### config.mk
export PLATFORM = sky130hd
export DESIGN_NAME = program_loader
export DESIGN_NICKNAME = d
export VERILOG_FILES = /design/src/rtl/program_loader_pkg.sv /design/src/rtl/program_loader_checksum.sv /design/src/rtl/program_loader.sv
export SDC_FILE = /design/constraint.sdc
export NUM_CORES = 1
export LEC_CHECK = 0
export CORE_MARGIN = 10
export CORE_UTILIZATION = 35
export DETAILED_ROUTE_END_ITERATION = 8
export GPL_ROUTABILITY_DRIVEN = 0
export PLACE_DENSITY = 0.6
export SLEW_MARGIN = 20
export SYNTH_ARGS = -nofsm -noshare
export SYNTH_HDL_FRONTEND = slang
export SYNTH_SLANG_ARGS = --single-unit
### constraint.sdc
create_clock -name clk -period 3.05 [get_ports clk]
set_clock_uncertainty 0.2 [all_clocks]
set_input_delay 0.61 -clock clk [delete_from_list [all_inputs] [get_ports clk]]
set_output_delay 0.61 -clock clk [all_outputs]
set_load 0.005 [all_outputs]
### src/rtl/program_loader_pkg.sv
// Shared definitions for the program loader slice.
// Holds the loader FSM state encoding (3 bits), the host word width and a
// small helper telling whether a start pulse is honoured in a given state.
package program_loader_pkg;

  localparam int unsigned WORD_W = 32;

  typedef enum logic [2:0] {
    LOADER_IDLE  = 3'd0,
    LOADER_LEN   = 3'd1,
    LOADER_DATA  = 3'd2,
    LOADER_CSUM  = 3'd3,
    LOADER_DONE  = 3'd4,
    LOADER_ERROR = 3'd5
  } loader_state_e;

  // A new load may only begin once the previous one is finished or never began.
  function automatic logic can_start(input loader_state_e s);
    return (s == LOADER_IDLE) || (s == LOADER_DONE) || (s == LOADER_ERROR);
  endfunction

endpackage

### src/rtl/program_loader_checksum.sv
// Running 32-bit wrapping sum of the payload words of one program image.
// Ports:
//   clk - clock, rst - async active-low reset
//   clr - zero the sum (has priority over en)
//   en  - add d to the sum this cycle
//   d   - word to accumulate, q - current sum
module program_loader_checksum (
  input  logic        clk,
  input  logic        rst,
  input  logic        clr,
  input  logic        en,
  input  logic [31:0] d,
  output logic [31:0] q
);

  logic [31:0] sum_q;

  // Accumulator; clear wins so a restart never inherits a stale sum.
  always_ff @(posedge clk or negedge rst) begin
    if (!rst) begin
      sum_q <= 32'd0;
    end else if (clr) begin
      sum_q <= 32'd0;
    end else if (en) begin
      sum_q <= sum_q + d;
    end
  end

  assign q = sum_q;

endmodule

### src/rtl/program_loader.sv
// Streams a program image (length, payload words, checksum) from a host
// valid/ready channel into main_memory and keeps the CPU held in reset until
// the whole image has been written and its checksum verified.
// Ports:
//   clk, rst            - clock, async active-low reset
//   start               - one-cycle pulse starting a load (IDLE/DONE/ERROR only)
//   in_valid, in_data   - host word and its valid flag
//   in_ready            - loader accepts in_data on this edge
//   mem_waddr/wdata/wen - main_memory write port, one cycle after each payload accept
//   cpu_hold            - 1 while the CPU must stay in reset
//   done, error         - sticky status of the last load
module program_loader
  import program_loader_pkg::*;
#(
  parameter logic [31:0] BASE_ADDR = 32'd0,
  parameter int unsigned DEPTH     = 2048
) (
  input  logic              clk,
  input  logic              rst,
  input  logic              start,
  input  logic              in_valid,
  input  logic [WORD_W-1:0] in_data,
  output logic              in_ready,
  output logic [31:0]       mem_waddr,
  output logic [WORD_W-1:0] mem_wdata,
  output logic              mem_wen,
  output logic              cpu_hold,
  output logic              done,
  output logic              error
);

  localparam logic [31:0] DEPTH_W = 32'(DEPTH);

  loader_state_e     state_q;
  logic [31:0]       remaining_q;
  logic [31:0]       addr_q;
  logic              in_ready_q;
  logic [31:0]       mem_waddr_q;
  logic [WORD_W-1:0] mem_wdata_q;
  logic              mem_wen_q;
  logic              cpu_hold_q;
  logic              done_q;
  logic              error_q;

  logic              accept;
  logic              sum_clr;
  logic              sum_en;
  logic [WORD_W-1:0] sum;

  // A word moves only when the host offers it and our registered ready is up.
  assign accept  = in_valid & in_ready_q;
  // Sum restarts together with the transition into LEN.
  assign sum_clr = start & can_start(state_q);
  assign sum_en  = accept & (state_q == LOADER_DATA);

  program_loader_checksum u_checksum (
    .clk (clk),
    .rst (rst),
    .clr (sum_clr),
    .en  (sum_en),
    .d   (in_data),
    .q   (sum)
  );

  // Loader FSM with all outputs registered. The memory write for a payload
  // word is issued the cycle after it is accepted, so the last write lands
  // in the first CSUM cycle, before any DONE can be reached.
  always_ff @(posedge clk or negedge rst) begin
    if (!rst) begin
      state_q     <= LOADER_IDLE;
      remaining_q <= 32'd0;
      addr_q      <= 32'd0;
      in_ready_q  <= 1'b0;
      mem_waddr_q <= 32'd0;
      mem_wdata_q <= '0;
      mem_wen_q   <= 1'b0;
      cpu_hold_q  <= 1'b1;
      done_q      <= 1'b0;
      error_q     <= 1'b0;
    end else begin
      mem_wen_q <= 1'b0;
      case (state_q)
        LOADER_IDLE, LOADER_DONE, LOADER_ERROR: begin
          if (start) begin
            state_q    <= LOADER_LEN;
            in_ready_q <= 1'b1;
            cpu_hold_q <= 1'b1;
            done_q     <= 1'b0;
            error_q    <= 1'b0;
          end
        end
        LOADER_LEN: begin
          if (accept) begin
            if (in_data == 32'd0) begin
              state_q <= LOADER_CSUM;
            end else if (in_data > DEPTH_W) begin
              state_q    <= LOADER_ERROR;
              in_ready_q <= 1'b0;
              error_q    <= 1'b1;
            end else begin
              state_q     <= LOADER_DATA;
              remaining_q <= in_data;
              addr_q      <= BASE_ADDR;
            end
          end
        end
        LOADER_DATA: begin
          if (accept) begin
            mem_wen_q   <= 1'b1;
            mem_waddr_q <= addr_q;
            mem_wdata_q <= in_data;
            addr_q      <= addr_q + 32'd1;
            remaining_q <= remaining_q - 32'd1;
            if (remaining_q == 32'd1) begin
              state_q <= LOADER_CSUM;
            end
          end
        end
        LOADER_CSUM: begin
          if (accept) begin
            in_ready_q <= 1'b0;
            if (in_data == sum) begin
              state_q    <= LOADER_DONE;
              done_q     <= 1'b1;
              cpu_hold_q <= 1'b0;
            end else begin
              state_q <= LOADER_ERROR;
              error_q <= 1'b1;
            end
          end
        end
        default: begin
          state_q    <= LOADER_IDLE;
          in_ready_q <= 1'b0;
          cpu_hold_q <= 1'b1;
        end
      endcase
    end
  end

  assign in_ready  = in_ready_q;
  assign mem_waddr = mem_waddr_q;
  assign mem_wdata = mem_wdata_q;
  assign mem_wen   = mem_wen_q;
  assign cpu_hold  = cpu_hold_q;
  assign done      = done_q;
  assign error     = error_q;

endmodule
After elaboration in Yosys (flattened, before gate mapping)
Cells that the tools add are included.

storage, ports and cells
  bits in registers = 168
  output and inout bits = 69

operators by class
  add/sub/neg operators = 3
  order comparisons = 1
  equality and inequality tests = 17
  muxes and demuxes = 42
  bitwise gates (word level) = 5
  reduce and logical (&&, ||, !) cells = 17

operator list
  cell                                                   number
  2-to-1 mux 32 bit                                      10
  case mux 32 bit (2 select lines)                       2
  adder 32 x 1 -> 32 bit (second input constant)         1
  adder 32 bit                                           1
  equality test 32 x 1 -> 1 bit (second input constant)  1
  equality test 32 bit                                   1
  > comparator 32 x 12 -> 1 bit (second input constant)  1
  zero test 32 bit                                       1
  subtractor 32 x 1 -> 32 bit (second input constant)    1
  2-to-1 mux 3 bit                                       7
  2-to-1 mux 1 bit                                       18
  != test 2 bit (second input constant)                  9
  case mux 3 bit (4 select lines)                        1
  AND reduction 5 bit                                    2
  AND reduction 4 bit                                    2
  AND reduction 7 bit                                    1
  equality test 3 x 2 -> 1 bit (second input constant)   2
  equality test 3 bit (second input constant)            2
  case mux 1 bit (3 select lines)                        2
  AND reduction 6 bit                                    1
  nonzero test 2 bit                                     3
  case mux 1 bit (4 select lines)                        1
  AND 1 bit                                              3
  equality test 3 x 1 -> 1 bit (second input constant)   1
  9 further kinds                                        11

Logic depth before layout (Yosys ltp)
Gate-level depths: netlist of run 1.

  depth after elaboration = 5
  gate-level depth with buffers = 11

Hierarchy
Synthesis of run 1 repeated with hierarchy kept, for this count alone.

unflattened totals
  cells, all modules = 1134
  area, all modules = 9919.5 um^2

by module, submodules not included
  module                   instances  cells an instance  area each (um^2)
  program_loader           1          789                6931.6
  program_loader_checksum  1          345                2987.9

Worst setup path before layout of run 1
No wires, ideal clock.

  path kind = input -> register
  from = input port in_data[0]
  to = register u_checksum.sum_q[28], in the netlist u_checksum.q[28]
  setup time = 132 ps
  data arrival time = 2691 ps
  required time = 2718 ps
  path slack = 27 ps
  stages = 11
  path buffers = 0
  cells stage by stage = ha_1 > fa_1 > a211oi_1 > o21ai_1 > a21oi_1 > o21bai_1 > a21o_1 > a41oi_1 > a21oi_1 > xnor2_1 > o21ai_1

between the ends
  longest elaborated chain between the ends = 3

ends and longest elaborated chain
  what                  RTL line                       RTL
  start, declared       program_loader.sv:22           input logic [WORD_W-1:0] in_data,
  adder 32 bit          program_loader_checksum.sv:25  sum_q <= sum_q + d;
  2-to-1 mux 32 bit     program_loader_checksum.sv:24  end else if (en) begin
  2-to-1 mux 32 bit     program_loader_checksum.sv:22  end else if (clr) begin
  end signal, assigned  program_loader_checksum.sv:25
  end, declared         program_loader_checksum.sv:16  logic [31:0] sum_q;

Every way passes these cells. The select of a mux whose other input is x is not followed.
A chain may end at the register's enable or synchronous reset.

Worst setup path after layout of run 1
  from = input port in_data[0]
  to = register addr_q[6]

between the ends
  longest elaborated chain between the ends = 3
  elaborated cells between the ends (all ways) = 5
  those cells by class = order compare: 1; eq/ne: 2; reduce/logical: 2

ends and longest elaborated chain
  what                                                               RTL line                                    RTL
  > comparator 32 x 12 -> 1 bit or zero test 32 bit (tied branches)  program_loader.sv:96, program_loader.sv:94
  != test 2 bit (no source line)                                     n/a
  AND reduction 5 bit (no source line) *                             n/a
  end signal, assigned                                               program_loader.sv:112                       addr_q <= addr_q + 32'd1;
  end, declared                                                      program_loader.sv:36                        logic [31:0] addr_q;

Mark *: on every way between the ends. The rest lies on a longest branch, timed or not.

==> results_dict.tcl, run 1 <==
set metrics [dict create \
    hold_viol_final 0 \
    cts_tree "yes" \
    leakage_power_summed_over_all_cells_nw 6.05 \
    place.detailed.instances 1617 \
    netlist_area_um2 9170 \
    drtPass1Iterations 5 \
    async_set_or_reset_flop_fraction_in_the_synthesized_netlist_pct 100 \
    setup.worst_path.start_class "input port" \
    number_of_cts_inserted_buffers 17 \
    synthesis.area_per_instance_um2 8.42 \
    swShare_pct 28.2 \
    critical_path_class "input port to register" \
    seq_power_share_pct 45.9 \
    nets 1383 \
    worst_hold_slack_ns 0.271 \
    irDropWorstVdd_v 0.000321 \
    core-area_um2 25900 \
    pwr-share-clk_pct 44.2 \
    setup_viol_count_final 0 \
    worst_min_path_class "register to register" \
    routed-via-count 8494 \
    io_buffer_count 104 \
    yosys_warnings 0 \
    rr_startpoint "u_checksum.q[1]$_DFFE_PN0P_" \
    cts.clk_slew.worst_paths_ns 0.07 \
    timing.critical_path.required_ns 3.16 \
    place.detailed.hpwl_mm 18.8 \
    hold_crit_endpoint "mem_waddr[10]$_DFFE_PN0P_" \
    grt_pass1_vias 8507 \
    antenna_cells 0 \
    die_height_um 182 \
    timing.critical_path.cells "clkdlybuf4s50_1 > buf_4 > nor4_4 > nand3_2 > xor2_2 > nand4b_1 > a211o_1 > buf_4 > buf_4 > o21ai_1 > o21ai_0" \
    power_density_nw_per_um2 399 \
    worst_setup_path_end_kind "register" \
    synth-edff-count 0 \
    finalPower_w 0.00500 \
    worst_path_most_repeated_cell "sky130_fd_sc_hd__buf_4" \
    grt_antenna_before_repair 0 \
    drc 0 \
    period_needed_ns 2.95 \
    cp_slowest_stage_delay_ns 0.44 \
    grt.overflow.total 0 \
    worst_path_max_delay_cell "sky130_fd_sc_hd__clkdlybuf4s50_1" \
    routed_via_density 5.12 \
    netlist_top_cells_count "sky130_fd_sc_hd__nand2_1, sky130_fd_sc_hd__dfrtp_1, sky130_fd_sc_hd__nor2_1" \
    dominant_synthesized_flop_cell "sky130_fd_sc_hd__dfrtp_1" \
    power.switching_w 0.00141 \
    grt_first_pass_wirelength_mm 43.7 \
    ant_nets 0 \
    ys_types 68 \
    final_cell_count_without_fillers 1660 \
    hold_path_startpoint "mem_waddr[10]$_DFFE_PN0P_" \
    synth.top_cells.by_area "sky130_fd_sc_hd__dfrtp_1, sky130_fd_sc_hd__nand2_1, sky130_fd_sc_hd__ha_1, sky130_fd_sc_hd__o21ai_1, sky130_fd_sc_hd__a21oi_1" \
    final.setup.tns_ns 0 \
    final_period_util_pct 96.6 \
    yosysMostFrequentCell "sky130_fd_sc_hd__nand2_1" \
    std_cell_rows 59 \
    global_route.usage.total_pct 15.8 \
    arrival_ns 3.06 \
    grt_start_max_net_pins 78 \
    worstRegToRegCells 11 \
    wirelength_mm 26.5 \
    placement.setup.worst_slack_ns -0.581 \
    drt_iter0_drc 638 \
    clock_latency_ns 0.45 \
    slew-limit-headroom_pct 62.1 \
    ff2ff_setup_slack_ns 0.32 \
    combinationalPowerShare_pct 9.8 \
    numClockSinks 168 \
    tightest_slew_ns 0.569 \
    yosys_register_bits 168 \
    cts_buffer_depth 2 \
    p_int_w 0.00359 \
    synth_top_area_share_pct 45.6 \
    result_of_the_run "finished, final reports clean" \
    die-area_um2 33100 \
    fmaxAchievable_mhz 339 \
    worst_slack_ns 0.103 \
    syn2layout_area_growth_pct 36.6 \
    die_w_um 182 \
    postSynthCellCount 1089 \
    avgRoutedWirePerCell_um 16.0 \
    worstSetupStartpoint "in_data[0]" \
    synth.net_count 1160 \
    final_layout_size_suffix_gt1_share_pct 18.2 \
    report.final.slew_viol_count 0 \
    cap_viol_max_count 0 \
    hold_depth 2 \
    ys_seq_area_share_pct 45.8 \
    floorplan.initialDensity_pct 35.4 \
    io_pins 105 \
    synth_area_leader_cell "sky130_fd_sc_hd__dfrtp_1" \
    cts.htree.levels 4 \
    clock-root-buffer "sky130_fd_sc_hd__clkbuf_16" \
    worstPathMaxFanout 18 \
    reg2reg_to "u_checksum.q[29]$_DFFE_PN0P_" \
]
## repair_timing
action / CTS / global route
gates resized for setup: 8 / 39
buffers inserted: 1 / 8
endpoints found under the setup margin: 36 / 66
pin swaps: 2 / 15
hold endpoints to repair: 48 / 0
gates cloned: 0 / 1
hold buffers: 1 / 0
## critical path, delay by kind of cell
kind                   cells  cell delay [ns]
AO/OA/AOI/OAI              3             0.58
buffers and inverters      4             1.03
AND/OR/NAND/NOR            3             0.62
XOR/XNOR                   1             0.18
## sequential cells by signal, summed over array words and instances, names as in the netlist
| register | count |
|---|---|
| remaining_q | 32 |
| addr_q | 32 |
| mem_wdata | 32 |
| error | 1 |
| mem_wen | 1 |
| u_checksum.q | 32 |
| in_ready | 1 |
| done | 1 |
| cpu_hold | 1 |
| state_q | 3 |
| mem_waddr | 32 |
## power groups by stage
| stage | Clock [W] | Combinational [W] | Sequential [W] |
|---|---|---|---|
| after global placement | 0 | 0.000484 | 0.00234 |
| final | 0.00221 | 0.000492 | 0.00230 |
| after floorplan | 0 | 0.000183 | 0.00232 |
| after global routing | 0.00235 | 0.000544 | 0.00230 |
| after detailed placement | 0 | 0.000484 | 0.00234 |
| after CTS | 0.00225 | 0.000489 | 0.00230 |
## logic make-up after synthesis
| family | share of synthesized area, % |
|---|---|
| compound gates | 17.4 |
| xor+xnor | 3.72 |
| fa+ha+maj | 4.86 |
| buf+inv | 2.93 |
| flops | 45.8 |
| mux | 0.232 |
| simple gates | 25.0 |
## layout make-up
| cell class | instances | area [um^2] |
|---|---|---|
| fill | 2496 | 13400 |
| timing repair buffer | 258 | 2310 |
| inverter | 15 | 57.6 |
| multi-input combinational | 852 | 4930 |
| tap | 335 | 419 |
| clock buffer | 17 | 425 |
| clock inverter | 15 | 184 |
| sequential | 168 | 4210 |
## layout by cell type, fill, tap and decap left out, types with 13 or more instances in the layout
cell,n
sky130_fd_sc_hd__ha_1,29
sky130_fd_sc_hd__clkbuf_16,18
sky130_fd_sc_hd__o21ai_0,53
sky130_fd_sc_hd__dfrtp_1,167
sky130_fd_sc_hd__buf_4,144
sky130_fd_sc_hd__nor2_1,66
sky130_fd_sc_hd__a21oi_1,49
sky130_fd_sc_hd__nand3_1,35
sky130_fd_sc_hd__nor4_1,14
sky130_fd_sc_hd__nor3_1,18
sky130_fd_sc_hd__xnor2_1,15
sky130_fd_sc_hd__inv_1,13
sky130_fd_sc_hd__a21o_1,22
sky130_fd_sc_hd__nand2_1,305
sky130_fd_sc_hd__and3_1,16
sky130_fd_sc_hd__o21ai_1,56
sky130_fd_sc_hd__clkdlybuf4s50_1,96
sky130_fd_sc_hd__xor2_1,23
## metrics by stage
step	area, um^2	util [%]
after floorplan	9170	-
after global placement	11600	44.7
after detailed placement	11600	44.7
after CTS	12200	47.3
after global routing	12500	48.4
final	12500	48.4
## metal layers
metal	global-route usage [%]	vias to the layer above	routed length, um
met2	26.2	160	12700
met5	0	-	0
met1	20.3	4073	12200
li1	-	4237	-
met3	3.78	24	1230
met4	4.04	0	306
## worst max path at each step
stage                                    to  slack, ns
2_1_floorplan  u_checksum.q[28]$_DFFE_PN0P_       0.03
3_3_place_gp   u_checksum.q[31]$_DFFE_PN0P_      -0.57
3_5_place_dp   u_checksum.q[31]$_DFFE_PN0P_      -0.58
4_1_cts        u_checksum.q[30]$_DFFE_PN0P_      0.003
5_1_grt               addr_q[6]$_DFFE_PN0P_      -0.03
6_report              addr_q[6]$_DFFE_PN0P_       0.10
(Power assumes the default switching activity.)
==> inputs of run 2 (changes only) <==
--- a/config.mk
+++ b/config.mk
@@ -10,6 +10,7 @@
 export DETAILED_ROUTE_END_ITERATION = 8
 export GPL_ROUTABILITY_DRIVEN = 0
 export PLACE_DENSITY = 0.6
+export SKIP_CTS_REPAIR_TIMING = 1
 export SLEW_MARGIN = 20
 export SYNTH_ARGS = -nofsm -noshare
 export SYNTH_HDL_FRONTEND = slang
==> run 2 against run 1 <==
Via count shrank 0.22%. Critical path depth is the same. Design area shrank 0.31%. Flip-flop and latch count is the same. Clock power is essentially flat. Hold slack is essentially flat. Routed wire length shrank 0.70%. Non-clock buffer count shrank 1. Sequential power is essentially flat. Global-route usage shrank 0.053 points. Critical endpoint is now u_checksum.q[30]$_DFFE_PN0P_. Largest cell class unchanged.
==> results_dict.tcl, run 2 (same netlist as run 1, synthesis figures left out) <==
set metrics [dict create \
    result_of_the_run "finished, final reports clean" \
    cts_buffer_depth 2 \
    hold_crit_endpoint "mem_waddr[10]$_DFFE_PN0P_" \
    multi_input_comb_area_um2 4880 \
    die_w_um 182 \
    clock-root-buffer "sky130_fd_sc_hd__clkbuf_16" \
    wirelength_mm 26.3 \
    tightest_slew_ns 0.570 \
    reg2reg_to "addr_q[28]$_DFFE_PN0P_" \
    fmaxAchievable_mhz 342 \
    drt_iter0_drc 652 \
    grt_antenna_before_repair 0 \
    irDropWorstVdd_v 0.000316 \
    routed-via-count 8475 \
    hold_path_startpoint "mem_waddr[10]$_DFFE_PN0P_" \
    cts.htree.levels 4 \
    worst_min_path_class "register to register" \
    period_needed_ns 2.92 \
    critical_path_class "input port to register" \
    fillers 2499 \
    placement.setup.worst_slack_ns -0.581 \
    cts_tree "yes" \
    avgRoutedWirePerCell_um 15.9 \
    power_density_nw_per_um2 400 \
    number_of_cts_inserted_buffers 17 \
    grt.overflow.total 0 \
    hold_viol_final 0 \
    numClockSinks 168 \
    syn2layout_area_growth_pct 36.2 \
    worst_hold_slack_ns 0.271 \
    cts.clk_slew.worst_paths_ns 0.08 \
    slew-limit-headroom_pct 62.0 \
    worst_setup_path_end_kind "register" \
    std_cell_rows 59 \
    rr_startpoint "addr_q[0]$_DFFE_PN0P_" \
    routed_via_density 5.11 \
    unrepaired_setup_endpoints_after_global_routing "yes" \
    ff2ff_setup_slack_ns 0.37 \
    drc 0 \
    grt_pass1_vias 8496 \
    floorplan.initialDensity_pct 35.4 \
    timing.critical_path.required_ns 3.19 \
    nets 1382 \
    die-area_um2 33100 \
    global_route.usage.total_pct 15.8 \
    layout_common_cells "sky130_fd_sc_hd__nand2_1, sky130_fd_sc_hd__dfrtp_1, sky130_fd_sc_hd__buf_4" \
    report.final.slew_viol_count 0 \
    setup.worst_path.start_class "input port" \
    final_period_util_pct 95.9 \
    core-area_um2 25900 \
    clock_latency_ns 0.45 \
    cap_viol_max_count 0 \
    die_height_um 182 \
    area_used_by_sequential_logic_in_the_layout_um2 4210 \
    grt_first_pass_wirelength_mm 43.6 \
    hold_depth 2 \
    io_buffer_count 104 \
    grt_start_max_net_pins 78 \
    worstPathMaxFanout 5 \
    io_pins 105 \
    drtPass1Iterations 5 \
    arrival_ns 3.06 \
    finalPower_w 0.00500 \
    final_common_cell "sky130_fd_sc_hd__nand2_1" \
    antenna_cells 0 \
    place.detailed.hpwl_mm 18.8 \
    leakage_power_summed_over_all_cells_nw 6.05 \
    worst_slack_ns 0.126 \
    final_layout_size_suffix_gt1_share_pct 17.7 \
    ant_nets 0 \
    setup_viol_count_final 0 \
    worstRegToRegCells 10 \
]
-- run 2: cell types whose count changed in the layout (fill, tap and decap cells not counted), sizes merged --
cell	delta
dlygate4sd2	-2
buf	-1
clkdlybuf4s50	+1
dlymetal6s2s	+1
-- run 2: power by group --
part | internal, W | leakage [nW] | switching (W) | total (W)
Sequential | 0.00226 | 2.32 | 0.0000407 | 0.00230
Combinational | 0.000220 | 3.45 | 0.000268 | 0.000488
Clock | 0.00111 | 0.289 | 0.00110 | 0.00221
-- run 2: worst max path at each step --
| stage | start | cells after the start | end | slack, ns |
|---|---|---|---|---|
| floorplan | in_data[0] | 11 | u_checksum.q[28]$_DFFE_PN0P_ | 0.03 |
| global placement | in_data[1] | 11 | u_checksum.q[31]$_DFFE_PN0P_ | -0.57 |
| detailed placement | in_data[1] | 11 | u_checksum.q[31]$_DFFE_PN0P_ | -0.58 |
| CTS | in_data[1] | 11 | u_checksum.q[31]$_DFFE_PN0P_ | -0.13 |
| global route | in_data[8] | 11 | u_checksum.q[30]$_DFFE_PN0P_ | -0.04 |
| finish | in_data[8] | 11 | u_checksum.q[30]$_DFFE_PN0P_ | 0.13 |
-- run 2: per-layer routing --
layer	GRT usage, %	wire length (um)	share of wire, %
met2	26.1	12600	48
met1	20.2	12200	46
met3	3.78	1230	4.7
met4	4.10	278	1.1
met5	0	0	0
-- run 2: critical path, cell delays in order --
cell and delay (ns):
sky130_fd_sc_hd__clkdlybuf4s50_1 0.55, sky130_fd_sc_hd__ha_1 0.43, sky130_fd_sc_hd__nand3_1 0.14, sky130_fd_sc_hd__nor2_2 0.19
sky130_fd_sc_hd__nand3_2 0.11, sky130_fd_sc_hd__a31oi_2 0.27, sky130_fd_sc_hd__o21ai_2 0.12, sky130_fd_sc_hd__a21oi_1 0.13
sky130_fd_sc_hd__o21ai_1 0.08, sky130_fd_sc_hd__a21o_1 0.18, sky130_fd_sc_hd__a32o_1 0.24
-- run 2: final cells by class --
cell class | instances | share of cell area, %
multi-input cells | 852 | 39.1
inverters | 15 | 0.461
repair buffers | 257 | 18.6
clock buffers | 17 | 3.40
well taps | 335 | 3.35
clock inverters | 15 | 1.47
flip-flops and latches | 168 | 33.7
-- run 2: metrics by stage --
| step | TNS (ns) | utilization, % | std cells | instance area, um^2 |
|---|---|---|---|---|
| detailed placement | -37.42 | 44.7 | 1617 | 11600 |
| floorplan | 0 | - | 1089 | 9170 |
| global route | -0.0436 | 48.2 | 1659 | 12500 |
| CTS | -1.70 | 47.1 | 1649 | 12200 |
| global placement | -35.96 | 44.7 | 1617 | 11600 |
| finish | 0 | 48.2 | 1659 | 12500 |
==> inputs of run 3 (changes only) <==
--- a/config.mk
+++ b/config.mk
@@ -5,6 +5,7 @@
 export SDC_FILE = /design/constraint.sdc
 export NUM_CORES = 1
 export LEC_CHECK = 0
+export ABC_AREA = 0
 export CORE_MARGIN = 10
 export CORE_UTILIZATION = 35
 export DETAILED_ROUTE_END_ITERATION = 8
==> results of run 3 <==
No change in the layout: final DEF, timing and power equal those of run 2.
